<file path="src/rtl/dlatch_wr_ctrl.sv">
// Write controller for a bank of transparent D latches with active-low async clear.
// Sequences setup / enable-open / hold windows so lat_d is stable around every lat_en edge.
module dlatch_wr_ctrl #(
  parameter int unsigned WIDTH     = 8,
  parameter int unsigned SETUP_CYC = 1,
  parameter int unsigned OPEN_CYC  = 2,
  parameter int unsigned HOLD_CYC  = 1
) (
  input  logic             clk,
  input  logic             rst,
  input  logic             in_valid,
  output logic             in_ready,
  input  logic [WIDTH-1:0] in_data,
  input  logic             clear_req,
  output logic [WIDTH-1:0] lat_d,
  output logic             lat_en,
  output logic             lat_rstn,
  output logic             busy,
  output logic             done
);

  localparam int unsigned CW = $clog2(16);

  generate
    if (WIDTH < 1 ||
        SETUP_CYC < 1 || SETUP_CYC > 15 ||
        OPEN_CYC  < 1 || OPEN_CYC  > 15 ||
        HOLD_CYC  < 1 || HOLD_CYC  > 15) begin : g_bad_param
      $fatal(1, "dlatch_wr_ctrl: WIDTH must be >=1 and SETUP/OPEN/HOLD_CYC must be in 1..15");
    end
  endgenerate

  localparam logic [CW-1:0] SETUP_LD = CW'(SETUP_CYC - 1);
  localparam logic [CW-1:0] OPEN_LD  = CW'(OPEN_CYC - 1);
  localparam logic [CW-1:0] HOLD_LD  = CW'(HOLD_CYC - 1);

  typedef enum logic [2:0] {
    IDLE,
    SETUP,
    OPEN,
    HOLD,
    CLEAR
  } state_t;

  state_t        state;
  logic [CW-1:0] cnt;
  logic          clr_pend;

  assign in_ready = (state == IDLE) && !rst && !clear_req && !clr_pend;
  assign busy     = (state != IDLE);

  always_ff @(posedge clk) begin
    if (rst) begin
      state    <= IDLE;
      lat_d    <= '0;
      lat_en   <= 1'b0;
      lat_rstn <= 1'b0;
      done     <= 1'b0;
      clr_pend <= 1'b0;
      cnt      <= '0;
    end else begin
      done <= 1'b0;
      case (state)
        IDLE: begin
          lat_rstn <= 1'b1;
          // A pending or live clear always wins over a waiting word.
          if (clear_req || clr_pend) begin
            state    <= CLEAR;
            lat_rstn <= 1'b0;
            lat_d    <= '0;
            clr_pend <= 1'b0;
          end else if (in_valid && in_ready) begin
            lat_d <= in_data;
            cnt   <= SETUP_LD;
            state <= SETUP;
          end
        end

        SETUP: begin
          if (clear_req) clr_pend <= 1'b1;
          if (cnt == '0) begin
            lat_en <= 1'b1;
            cnt    <= OPEN_LD;
            state  <= OPEN;
          end else begin
            cnt <= cnt - CW'(1);
          end
        end

        OPEN: begin
          if (clear_req) clr_pend <= 1'b1;
          if (cnt == '0) begin
            lat_en <= 1'b0;
            cnt    <= HOLD_LD;
            state  <= HOLD;
          end else begin
            cnt <= cnt - CW'(1);
          end
        end

        HOLD: begin
          if (clear_req) clr_pend <= 1'b1;
          if (cnt == '0) begin
            done  <= 1'b1;
            state <= IDLE;
          end else begin
            cnt <= cnt - CW'(1);
          end
        end

        CLEAR: begin
          lat_rstn <= 1'b1;
          state    <= IDLE;
        end

        default: begin
          state  <= IDLE;
          lat_en <= 1'b0;
        end
      endcase
    end
  end

endmodule
</file>
<file path="config.mk">
export PLATFORM = sky130hd
export DESIGN_NAME = dlatch_wr_ctrl
export DESIGN_NICKNAME = d
export VERILOG_FILES = /design/src/rtl/dlatch_wr_ctrl.sv
export SDC_FILE = /design/constraint.sdc
export NUM_CORES = 1
export LEC_CHECK = 0
export BUFFER_PORTS_ARGS = -buffer_cell sky130_fd_sc_hd__buf_2
export CORE_MARGIN = 5
export CORE_UTILIZATION = 38
export DETAILED_ROUTE_END_ITERATION = 10
export SETUP_SLACK_MARGIN = 0.02
export SLEW_MARGIN = 40
export SYNTH_ARGS = -nofsm -noshare
export SYNTH_HDL_FRONTEND = slang
export SYNTH_SLANG_ARGS = --single-unit
</file>
<file path="constraint.sdc">
create_clock -name clk -period 2.92 [get_ports clk]
set_input_delay 0.438 -clock clk [delete_from_list [all_inputs] [get_ports clk]]
set_output_delay 0.438 -clock clk [all_outputs]
set_load 0.02 [all_outputs]
</file>
==> flow_summary.ini, run 1 <==
[route]
vias_per_cell = 5.34
first_pass_iters = 4
drt_wl_total_mm = 1.83
routedWlPerCell_um = 12.3
postRouteAntennaNets = 0
drt_iter0_drc = 16
vias = 796
drc = 0

[global_routing]
antenna_found_initial = 0
grt.overflow.total = 0
grt_max_degree = 21
grt_pass1_vias = 729
grt_usage_pct = 12.0
grt_pass1_wl_mm = 3.17

[timing]
final_hold_viol_count = 0
fin_crit_ns = 1.94
fmax_mhz = 516
final_max_slew_viol_count = 0
timing.final.ws_setup_ns = 0.983
fin_worst_skew_ns = 0.0129
setup-tns-final_ns = 0
rsz0062_at_grt = false
whs_ns = 0.369
tightestPinTransition_ns = 0.448
finalCritPeriodShare_pct = 66.3
setup_viol = 0
relSlewSlack_pct = 70.1

[run_status]
status = finished, final reports clean

[power]
switching_power_mw = 0.148
power_density_mw_per_mm2 = 480
clkPwrFrac_pct = 27.6
internal-power_mw = 0.352
power_frac_comb_pct = 16.4
cellLeakagePower_nw = 0.415
seqPwrFrac_pct = 56.0
irDropWorstVdd_mv = 0.322
switching_share_pct = 29.6

[floorplanning]
dieHeight_um = 58.5
io_pins = 25
initial_core_util_pct = 39.9
die-area_mm2 = 0.00342
num_rows = 17
die_w_um = 58.5
core-area_mm2 = 0.00223

[clocking]
clock_latency_ns = 0.31
clock-sinks = 19
post_cts_resized = 0
clk_path_buf_depth = 2
cts-hold-fix-buffers = 0
clk_pin_slew_ns = 0.12
cts_tree = yes
cts_buffers = 3
cts_max_level = 1
cts-root-buf = clkbuf_4
postCtsSetupBuffers = 0

[synthesis]
syn-num-nets = 113
synth-main-ff-cell = dfxtp_1
ys_ff_latch = 19
synth_warnings = 0
synth_cells = 99
synth_cell_type_count = 35
synth_top_area_share_pct = 42.6
synth_area_um2 = 892
ys_seq_area_share_pct = 42.6
synth_edf_count = 0
yosysTopAreaCell = dfxtp_1
synth_area_per_cell_um2 = 9.01
ys_top_cells_by_area = dfxtp_1, a22oi_1, nor2_1
ys_async_sr_fraction_pct = 0

[cells_and_area]
layout_common_cells = buf_2, dfxtp_1, nor2_1
final_common_cell = buf_2
fill_cells = 232
register_area_um2 = 380
post-route-util_pct = 46.7
synthToLayoutAreaGrowth_pct = 17.0
nets = 136
multiInputGateArea_um2 = 467
drive_gt1_share_pct = 28.9
n_antenna_cell = 0
layoutNonFillerInstCount = 149

[placed_design]
placed_cells = 145
dp_slack_ns = 1.06
dpl.hpwl_mm = 1.34
gp_congestion = 0.772
io_buffers = 24

[worst_setup_path]
crit_fanout = 11
arrival_ns = 1.50
critPathCaptureType = primary output
crit_type = flip-flop to primary output
startpoint_type = flip-flop
cp_data_required_time_ns = 2.48

[hold_path]
hp-class = input pin to flip-flop

[flow_run]
drv_cap = 0
-- critical path: stages (launching register included) --
cell	delay, ns
dfxtp_1	0.46
or3_1	0.53
buf_2	0.21
-- area by class of cell --
type	count	share of cell area [%]
clock buffer	3	2.16
clock inverter	1	0.719
inverter	3	1.08
multi-input combinational	71	44.7
sequential	19	36.5
tap	28	3.36
timing repair buffer	24	11.5
-- Yosys cell counts, types with 2 or more instances --
master	n
nand2_1	7
or3b_1	2
o21ai_0	3
dfxtp_1	19
a21oi_1	8
clkbuf_1	2
buf_2	3
nor2_1	12
ha_1	2
nor3_1	4
a21o_1	2
inv_1	3
a22oi_1	9
nand3_1	2
-- layer usage --
metal / vias up / share of wire, % / GRT usage, %
met5: - / 0 / 0
met4: 0 / 2.4 / 6.95
met3: 5 / 6.7 / 4.17
met2: 26 / 45 / 19.3
met1: 362 / 45 / 13.8
li1: 403 / - / -
-- flip-flops by register name (all words and copies together) (netlist names) --
signal    flops
lat_d         8
cnt           4
state         3
clr_pend      1
done          1
lat_en        1
lat_rstn      1
-- power groups by stage --
stage / registers [mW] / logic [mW] / clock network, mW
after CTS: 0.280 / 0.0826 / 0.145
after detailed placement: 0.286 / 0.0825 / 0
final: 0.280 / 0.0820 / 0.138
after global routing: 0.282 / 0.0898 / 0.161
after floorplan: 0.287 / 0.0603 / 0
after global placement: 0.286 / 0.0815 / 0
-- path summary, 6_finish.rpt --
check / start / to / slack, ns / cells past startpoint
worst max-delay path: state[2]$_SDFFE_PP0P_ / busy / 0.98 / 2
worst max register to register: cnt[0]$_SDFFE_PP0P_ / cnt[1]$_SDFFE_PP0P_ / 1.11 / 7
worst min-delay path: in_data[4] / lat_d[4]$_SDFFE_PP0P_ / 0.37 / 3
worst min register to register: lat_en$_SDFFE_PP0P_ / lat_en$_SDFFE_PP0P_ / 0.48 / 2
-- kinds of logic after synthesis --
family | count (synthesis) | synth area share [%]
adder cells (fa/ha/maj) | 2 | 2.80
AO/OA/AOI/OAI | 28 | 22.6
buffers and inverters | 9 | 5.05
AND/OR/NAND/NOR | 40 | 25.8
multiplexers | 1 | 1.12
flip-flops | 19 | 42.6
-- per-stage QoR --
| stage | total power, mW | area, um2 |
|---|---|---|
| 3_5_place_dp | 0.368 | 1010 |
| 2_1_floorplan | 0.347 | 892 |
| 4_1_cts | 0.508 | 1040 |
| 5_1_grt | 0.533 | 1040 |
| 3_3_place_gp | 0.367 | 1010 |
| 6_report | 0.500 | 1040 |
Note: power is estimated with default switching activity, not from simulation.
==> run 2, diff against run 1 <==
Clock period 2.92 ns to 1.81 ns, I/O delays scaled along.
==> flow_summary.ini, run 2 (synthesis gave the netlist of run 1 again) <==
[global_routing]
grt_usage_pct = 12.1
grt_pass1_vias = 736
grt.overflow.total = 0
grt_max_degree = 20
antenna_found_initial = 0
grt_pass1_wl_mm = 3.24

[timing]
relSlewSlack_pct = 76.2
fmax_mhz = 583
rsz0062_at_grt = false
fin_crit_ns = 1.72
fin_worst_skew_ns = 0.00725
timing.final.ws_setup_ns = 0.0949
whs_ns = 0.210
setup_viol = 0
tightestPinTransition_ns = 0.348
final_hold_viol_count = 0
setup-tns-final_ns = 0
final_max_slew_viol_count = 0
finalCritPeriodShare_pct = 94.8

[worst_setup_path]
reg2reg_slack_ns = 0.13
worstSetupEndpoint = busy
startpoint_type = flip-flop
crit_family = simple AND/OR/NAND/NOR gates
max_stage_delay_ns = 0.50
r2r_start = cnt[0]$_SDFFE_PP0P_
crit_path_top_delay_cell = or3_1
crit_type = flip-flop to primary output
cp_cell_sequence = or3_1 -> buf_2
rr_endpoint = state[0]$_SDFFE_PP0P_
critPathCaptureType = primary output
reg2regPathDepth = 5
crit_buf_inv = 1
cp_data_required_time_ns = 1.54
startpoint = state[0]$_SDFFE_PP0P_
path_depth = 2
arrival_ns = 1.44
crit_fanout = 10

[cells_and_area]
final_cell_area_mm2 = 0.00110
largest_register = lat_d
final_common_cell = buf_2
drive_gt1_share_pct = 35.9
top_regs = lat_d: 8 flops, cnt: 4 flops, state: 3 flops
n_antenna_cell = 0
register_area_um2 = 383
layout_common_cells = buf_2, dfxtp_1, nor2_1
largest_register_ffs = 8
layoutNonFillerInstCount = 156
post-route-util_pct = 49.4
synthToLayoutAreaGrowth_pct = 23.7
fill_cells = 241
multiInputGateArea_um2 = 474
nets = 143

[floorplanning]
core-area_mm2 = 0.00223
die_w_um = 58.5
initial_core_util_pct = 39.9
io_pins = 25
dieHeight_um = 58.5
num_rows = 17
die-area_mm2 = 0.00342

[clocking]
clock_latency_ns = 0.30
clk_pin_slew_ns = 0.11
cts-root-buf = clkbuf_4
cts_tree = yes
cts_max_level = 1
clock-sinks = 19
cts_buffers = 3
cts-hold-fix-buffers = 0
clk_path_buf_depth = 2

[placed_design]
io_buffers = 24
gp_congestion = 0.761
placed_cells = 150
post_dp_cell_area_mm2 = 0.00105
dpl.hpwl_mm = 1.35
dp_slack_ns = 0.0597

[route]
first_pass_iters = 4
vias_per_cell = 5.10
routedWlPerCell_um = 12.0
drt_wl_total_mm = 1.87
postRouteAntennaNets = 0
drc = 0
vias = 795
drt_iter0_drc = 19

[power]
seqPwrFrac_pct = 55.4
irDropWorstVdd_mv = 0.592
finalPower_mw = 0.808
clkPwrFrac_pct = 26.5
cellLeakagePower_nw = 0.451
internal-power_mw = 0.574
switching_power_mw = 0.235
power_density_mw_per_mm2 = 732
switching_share_pct = 29.0
power_frac_comb_pct = 18.1

[flow_run]
drv_cap = 0

[hold_path]
hp-class = input pin to flip-flop
min_path_cells = 3

[run_status]
status = finished, final reports clean
[run 2: power groups by stage]
stage	Combinational [mW]	Sequential, mW	Clock, mW
CTS	0.147	0.448	0.225
global placement	0.145	0.456	0
floorplan	0.0972	0.462	0
global route	0.161	0.450	0.236
finish	0.146	0.448	0.214
detailed placement	0.146	0.457	0
[run 2: worst register-to-register path, stage by stage (launching register included)]
cell and delay [ns]:
dfxtp_2 0.35, inv_1 0.07, ha_1 0.15, or3b_4 0.40
or4b_1 0.51, a21oi_1 0.15
[run 2: how the worst min path moves through the flow]
stage                                   start               endpoint  slack (ns)
after floorplan                    in_data[0]  lat_d[0]$_SDFFE_PP0P_        0.43
final                              in_data[0]  lat_d[0]$_SDFFE_PP0P_        0.21
after detailed placement  lat_en$_SDFFE_PP0P_    lat_en$_SDFFE_PP0P_        0.46
after global placement    lat_en$_SDFFE_PP0P_    lat_en$_SDFFE_PP0P_        0.46
after global routing               in_data[1]  lat_d[1]$_SDFFE_PP0P_        0.22
after CTS                          in_data[0]  lat_d[0]$_SDFFE_PP0P_        0.20
[run 2: layer usage]
| metal | track usage [%] | share of wire (%) | up-vias |
|---|---|---|---|
| li1 | - | - | 414 |
| met1 | 15.6 | 49 | 356 |
| met2 | 18.3 | 43 | 21 |
| met3 | 2.19 | 5.2 | 4 |
| met4 | 7.95 | 2.8 | 0 |
| met5 | 0 | 0 | - |
[run 2: layout make-up]
class	instances	area share (%)
multi-input combinational	71	43.0
sequential	19	34.7
timing repair buffer	31	15.6
tap	28	3.17
clock buffer	3	2.04
inverter	3	1.02
clock inverter	1	0.454
[run 2: repair_timing]
action	CTS	global route
gates resized for setup	0	4
setup endpoints to repair	0	2
setup buffers	0	2
